[src/rtl/muldiv_seq.sv]
// muldiv_seq
//   Iterative multiply/divide engine feeding the HI/LO result register stage.
//   It performs one shift-add (multiply) or restoring shift-subtract (divide)
//   step per clock over N clocks. Divide by zero finishes one cycle after
//   accept and does not iterate.
//
// Configuration
//   MULDIV_SIGNED_EN  When defined, operands are two's complement. The engine
//                     iterates on magnitudes, then fixes the result signs as
//                     hi/lo are loaded. The quotient truncates toward zero and
//                     the remainder takes the sign of the dividend. When
//                     undefined, all arithmetic is unsigned.
//
// Ports
//   clk          in   rising-edge clock
//   rst_n        in   asynchronous active-low reset
//   start        in   request, sampled only in IDLE or DONE
//   op           in   0 = multiply, 1 = divide
//   a            in   multiplicand / dividend (N bits)
//   b            in   multiplier / divisor (N bits)
//   busy         out  high while iterating
//   done         out  one-cycle pulse, hi/lo valid
//   hi           out  product high half / remainder
//   lo           out  product low half / quotient
//   div_by_zero  out  divide with b==0, held with the result
module muldiv_seq #(
  parameter int N = 4
) (
  input  logic         clk,
  input  logic         rst_n,
  input  logic         start,
  input  logic         op,
  input  logic [N-1:0] a,
  input  logic [N-1:0] b,
  output logic         busy,
  output logic         done,
  output logic [N-1:0] hi,
  output logic [N-1:0] lo,
  output logic         div_by_zero
);

  typedef enum logic [1:0] {IDLE, RUN, DONE} state_t;

  localparam int CW = $clog2(N + 1);

  state_t        state, state_nxt;
  logic [CW-1:0] count;
  logic [N-1:0]  acc_hi, acc_lo, opd;
  logic          is_div, neg_lo, neg_hi;
  logic          accept, zero_div, last_step;

  logic          a_neg, b_neg;
  logic [N-1:0]  a_mag, b_mag;

  logic [N:0]    mul_sum;
  logic [N-1:0]  mul_hi_n, mul_lo_n;
  logic [N:0]    div_shift, div_diff;
  logic          div_ge;
  logic [N-1:0]  div_hi_n, div_lo_n;
  logic [2*N-1:0] prod_fix;
  logic [N-1:0]  quo_fix, rem_fix;

  assign accept    = start && (state == IDLE || state == DONE);
  assign zero_div  = op && (b == '0);
  assign last_step = (state == RUN) && (count == CW'(1));

`ifdef MULDIV_SIGNED_EN
  assign a_neg = a[N-1];
  assign b_neg = b[N-1];
`else
  assign a_neg = 1'b0;
  assign b_neg = 1'b0;
`endif

  // The most-negative value has no positive counterpart. Its magnitude
  // still comes out correct when the N bits are read as unsigned.
  assign a_mag = a_neg ? -a : a;
  assign b_mag = b_neg ? -b : b;

  // One iteration step for each operation, plus the sign-corrected final
  // results. The final results are computed from the step output so that
  // hi/lo can load on the same edge that enters DONE.
  always_comb begin
    // Multiply: the accumulator is {acc_hi, acc_lo}. acc_lo starts as the
    // multiplier and is shifted out LSB-first, while opd is the multiplicand.
    mul_sum              = {1'b0, acc_hi} + (acc_lo[0] ? {1'b0, opd} : '0);
    {mul_hi_n, mul_lo_n} = {mul_sum, acc_lo[N-1:1]};

    // Divide: acc_hi is the partial remainder. acc_lo shifts the dividend
    // out MSB-first and shifts quotient bits in at the bottom.
    div_shift = {acc_hi, acc_lo[N-1]};
    div_diff  = div_shift - {1'b0, opd};
    div_ge    = (div_shift >= {1'b0, opd});
    div_hi_n  = div_ge ? div_diff[N-1:0] : div_shift[N-1:0];
    div_lo_n  = {acc_lo[N-2:0], div_ge};

    prod_fix = neg_lo ? -{mul_hi_n, mul_lo_n} : {mul_hi_n, mul_lo_n};
    quo_fix  = neg_lo ? -div_lo_n : div_lo_n;
    rem_fix  = neg_hi ? -div_hi_n : div_hi_n;
  end

  always_ff @(posedge clk or negedge rst_n) begin
    if (!rst_n) state <= IDLE;
    else        state <= state_nxt;
  end

  always_comb begin
    state_nxt = state;
    busy      = 1'b0;
    done      = 1'b0;
    case (state)
      IDLE: begin
        if (accept) state_nxt = zero_div ? DONE : RUN;
      end
      RUN: begin
        busy = 1'b1;
        if (last_step) state_nxt = DONE;
      end
      DONE: begin
        done = 1'b1;
        if (accept) state_nxt = zero_div ? DONE : RUN;
        else        state_nxt = IDLE;
      end
      default: state_nxt = IDLE;
    endcase
  end

  // Datapath. Operands are latched on accept. Each RUN cycle performs one
  // step. The result registers change only on accept (div_by_zero) and on
  // the final step, so they hold through IDLE.
  always_ff @(posedge clk or negedge rst_n) begin
    if (!rst_n) begin
      count       <= '0;
      acc_hi      <= '0;
      acc_lo      <= '0;
      opd         <= '0;
      is_div      <= 1'b0;
      neg_lo      <= 1'b0;
      neg_hi      <= 1'b0;
      hi          <= '0;
      lo          <= '0;
      div_by_zero <= 1'b0;
    end else if (accept) begin
      is_div <= op;
      count  <= CW'(N);
      neg_lo <= a_neg ^ b_neg;
      neg_hi <= op & a_neg;
      acc_hi <= '0;
      acc_lo <= op ? a_mag : b_mag;
      opd    <= op ? b_mag : a_mag;
      if (zero_div) begin
        hi          <= a;
        lo          <= '1;
        div_by_zero <= 1'b1;
      end else begin
        div_by_zero <= 1'b0;
      end
    end else if (state == RUN) begin
      count  <= count - CW'(1);
      acc_hi <= is_div ? div_hi_n : mul_hi_n;
      acc_lo <= is_div ? div_lo_n : mul_lo_n;
      if (last_step) begin
        hi <= is_div ? rem_fix : prod_fix[2*N-1:N];
        lo <= is_div ? quo_fix : prod_fix[N-1:0];
      end
    end
  end

endmodule
[config.mk]
export PLATFORM = sky130hd
export DESIGN_NAME = muldiv_seq
export DESIGN_NICKNAME = d
export VERILOG_FILES = /design/src/rtl/muldiv_seq.sv
export SDC_FILE = /design/constraint.sdc
export NUM_CORES = 1
export LEC_CHECK = 0
export BUFFER_PORTS_ARGS = -buffer_cell sky130_fd_sc_hd__buf_2
export CAP_MARGIN = 20
export CORE_ASPECT_RATIO = 0.8
export CORE_UTILIZATION = 30
export CTS_CLUSTER_SIZE = 40
export DETAILED_ROUTE_END_ITERATION = 12
export GPL_ROUTABILITY_DRIVEN = 0
export MAX_ROUTING_LAYER = met4
export PLACE_DENSITY = 0.52
export SLEW_MARGIN = 10
export SYNTH_ARGS = -nofsm -noshare
export SYNTH_HDL_FRONTEND = slang
export SYNTH_SLANG_ARGS = --single-unit
export TNS_END_PERCENT = 50
[constraint.sdc]
create_clock -name clk -period 2.95 [get_ports clk]
set_input_delay 0.1475 -clock clk [delete_from_list [all_inputs] [get_ports clk]]
set_output_delay 0.1475 -clock clk [all_outputs]
set_load 0.05 [all_outputs]
==> impl.org <==
** Placed design
- Once placement finished, the instance area stood at 1846 sq um.
- Detailed placement finished with a half-perimeter wire length of 3061 um.
- The count of buffers added on input and output ports is 22.

** GRT
- The number of global-route vias before repair was 1,258.
- Remaining global-route overflow :: 0
- The number of antenna violations at the first check in global routing is 0.
- Pin count of the biggest net entering global routing :: 28
- Across every metal layer, demand over resource in global routing totals 14.63%.
- First-pass GRT wire length :: 6582 um

** Run
- Reported max-cap violation count :: 0

** Floorplan
- Height of the chip :: 69.02 um
- For this design the top-level I/O count stands at 23.
- The die covers 5919 sq um.
- Placeable Area :: 5435 sq um
- Rows :: 24
- Width of the die :: 85.77 um
- Initial core utilization :: 30.99%

** Critical path
- The worst setup path is captured at a flip-flop.
- Class of the most critical setup path :: flip-flop to flip-flop
- Endpoint required time on the critical path :: 3.11 ns
- Startpoint Class :: flip-flop
- Along the worst path, the maximum fanout reaches 13.
- Arrival time at the worst endpoint :: 2.37 ns

** Synthesis
- A synthesized cell averages 9.515 sq um.
- Number of distinct library cell variants in the gate-level netlist after synthesis :: 43
- Summing the areas of all compound-gate instances in the mapped netlist gives 18.57% of the synthesized area.
- Post-synthesis mux area share :: 7.132%
- Counting flops and latches in the post-synthesis netlist gives 27.
- Yosys mapped a number of flops with a built-in enable equal to 0.
- When the netlist entered floorplanning its net count stood at 201.
- By area, the combinational part of the netlist is dominated by compound AO/OA/AOI/OAI gates.
- Summing the areas of all fa, ha and maj instances in the mapped netlist gives 9.807% of the synthesized area.
- Parity-gate share of the synthesized area counting xor and xnor cells :: 1.560%
- Netlist area before placement :: 1684 sq um
- After synthesis, the share of flip-flops with an asynchronous set or reset is 100.0%.
- Of the total synthesized cell area, the portion taken by AND, OR, NAND and NOR gates is 17.31%.
- Of the synthesized area, sequential elements account for 40.12%.
- Ys Warns :: 0
- Top FF cell, synth :: dfrtp_1
- The cell count after synthesis came out at 177.

** Drt
- Remaining DRCs :: 0
- Via total after detailed routing :: 1,312
- For this run, the detailed router's first-pass iteration total came to 4.
- WL final :: 3925 um
- Using the TritonRoute via totals, the vias-per-cell ratio works out to 4.788.
- Detail Route Antenna Nets :: 0
- Average detailed-routed wire length per instance :: 14.32 um
- Violation count after the first detailed-routing iteration :: 94

** STA
- Of the available clock period, the critical path in the final layout requires 74.75%.
- Setup Total Neg Slack :: 0 ns
- Timing would allow up to 0.4535 GHz.
- Final-layout worst hold slack :: 0.1942 ns
- Subtracting the final worst setup slack from the clock period gives 2.205 ns.
- Post-route clock skew :: 0.005796 ns
- Setup violations remaining at the end of the flow were counted as 0.
- Setup repair after global routing left no endpoint under its margin.
- Least-Margin Pin Slew :: 0.8223 ns
- Max Slew Vio Count :: 0
- Total count of hold-check failures in the final report :: 0
- Measured against its own limit, the worst slew margin works out to 45.18%.

** Power
- Per report_power, the clock group accounts for 9.3% of the total.
- Comb power frac :: 59.7%
- Internal Dissipation :: 1131 uW
- Pwr per Cell Area :: 1224 nW/um^2
- Reported leakage power :: 0.0008915 uW
- Psw :: 1197 uW
- Fraction of power consumed by sequential logic :: 31.0%
- Fraction of power spent switching nets :: 51.42%
- Across the VDD grid, the largest voltage drop is 0.3010 mV.

** Clock network
- The tree is rooted in a clkbuf_8.
- TritonCTS clock tree :: built
- At the later pin of the worst-skew pair, clock insertion delay measures 0.28 ns.
- Number of buffers inserted by post-CTS setup repair :: 0
- CTS built an H-tree with a depth of 1.
- Clock tree synthesis inserted a total of 3 buffers.
- No sink is reached through more buffers than the 2 on the longest clock path.
- Post-cts gate resize count :: 0
- Clock transition at the registers of the reported paths :: 0.10 ns
- TritonCTS sink count :: 27

** Layout
- The post-route netlist has 18.37% of its cells at a drive strength greater than 1.
- The number of antenna diodes in the final layout is 0.
- After routing the design area is 1902 sq um.
- Total of fill cells in the finished design :: 558
- Compared with the post-synthesis result, the final layout area differs by 12.93%.
- Final layout net count :: 221

** Run status
- The run finished with clean final reports.

** Min path
- The tightest min-delay check is of the primary input to flip-flop type.
## flip-flops by register name, indices dropped and copies added (netlist names)
name,flops
acc_hi,4
lo,4
opd,4
count,3
state,2
is_div,1
hi,4
div_by_zero,1
acc_lo,4
## power by group through the flow
stage,logic (uW),clock network (uW),registers [uW]
6_report,1390,216,721
2_1_floorplan,928,0,852
5_1_grt,1550,238,751
3_5_place_dp,1390,0,728
4_1_cts,1390,222,720
3_3_place_gp,1410,0,730
## synthesized netlist by cell type, types with 2 or more instances
cell / n / area [sq um]
dfrtp_1: 27 / 675.7
nand2_1: 19 / 71.32
nor2_1: 13 / 48.80
mux2i_1: 12 / 120.1
o21ai_0: 12 / 60.06
a21oi_1: 10 / 50.05
ha_1: 10 / 125.1
inv_1: 9 / 33.78
a31oi_1: 5 / 31.28
and2_1: 5 / 31.28
clkbuf_1: 5 / 18.77
o211ai_1: 4 / 30.03
and3_1: 3 / 18.77
nand2b_1: 3 / 18.77
o21ai_1: 3 / 15.01
o31ai_1: 3 / 22.52
a211oi_1: 2 / 15.01
a21o_1: 2 / 15.01
buf_6: 2 / 22.52
fa_1: 2 / 40.04
nand3_1: 2 / 10.01
nor2b_1: 2 / 12.51
xnor2_1: 2 / 17.52
## worst max-delay path: stages (launching register included)
cell and delay [ns]:
dfrtp_1 0.41, nand2b_1 0.36, inv_2 0.20, and2_1 0.23, a21oi_4 0.27, clkinv_4 0.16, and3_1 0.21, a21oi_1 0.14
o41ai_2 0.09
## metal layers
metal | GRT usage, % | part of all wire (%) | vias to the layer above
li1 | - | - | 665
met1 | 24.18 | 57 | 613
met2 | 17.24 | 37 | 30
met3 | 4.192 | 5.4 | 4
met4 | 2.037 | 0.61 | 0
met5 | - | 0 | -
## logic make-up after synthesis
kind of cell | count (synthesis)
AND/OR/NAND/NOR | 56
AO/OA/AOI/OAI | 48
flip-flops | 27
buffers and inverters | 19
multiplexers | 12
adder cells (fa/ha/maj) | 12
XOR/XNOR | 3
## per-stage QoR
step           instances  worst slack (ns)  power [uW]  utilization [%]
2_1_floorplan        177             1.103        1780                -
3_3_place_gp         269            0.7161        2136            33.95
3_5_place_dp         269            0.7573        2115            33.95
4_1_cts              274            0.7336        2335            34.99
5_1_grt              274            0.5601        2536            34.99
6_report             274            0.7449        2328            34.99
## cell type report
| cell class | count | area [sq um] | share of cell area, % |
|---|---|---|---|
| multi-input combinational | 131 | 915.9 | 48.16 |
| sequential | 27 | 675.6 | 35.53 |
| timing repair buffer | 23 | 120.1 | 6.316 |
| tap | 78 | 97.59 | 5.132 |
| inverter | 11 | 46.29 | 2.434 |
| clock buffer | 3 | 41.29 | 2.171 |
| clock inverter | 1 | 5.005 | 0.2632 |
## path summary, 6_finish.rpt
check | end | cells past startpoint | startpoint | slack [ns]
min in group asynchronous | state[1] | 2 | rst_n | 0.41
min reg2reg | div_by_zero | 2 | div_by_zero | 0.48
min | hi[3] | 3 | a[3] | 0.19
max in group asynchronous | opd[1] | 2 | rst_n | 2.13
max reg2reg | hi[0] | 8 | state[0] | 0.74
max | hi[0] | 8 | state[0] | 0.74
## placed cells by master, fill, tap and decap left out, types with 2 or more instances in the layout
master    count
and3_1        3
nor2b_1       2
mux2i_1      12
nand2_1      19
o211ai_1      4
buf_2        22
clkbuf_8      3
nand2b_1      3
a21oi_1      10
nor2_1       13
a211oi_1      2
o21ai_0      12
xnor2_1       2
a21o_1        2
o31ai_1       3
fa_1          2
and2_1        5
ha_1         10
o21ai_1       3
nand3_1       2
dfrtp_1      27
inv_1         9
a31oi_1       5
## repair_timing
item                                    in CTS  in global routing
endpoints found under the hold margin       27                  0
endpoints found under the setup margin       0                  0
hold buffers                                 1                  0
Note: power is estimated with default switching activity, not from simulation.
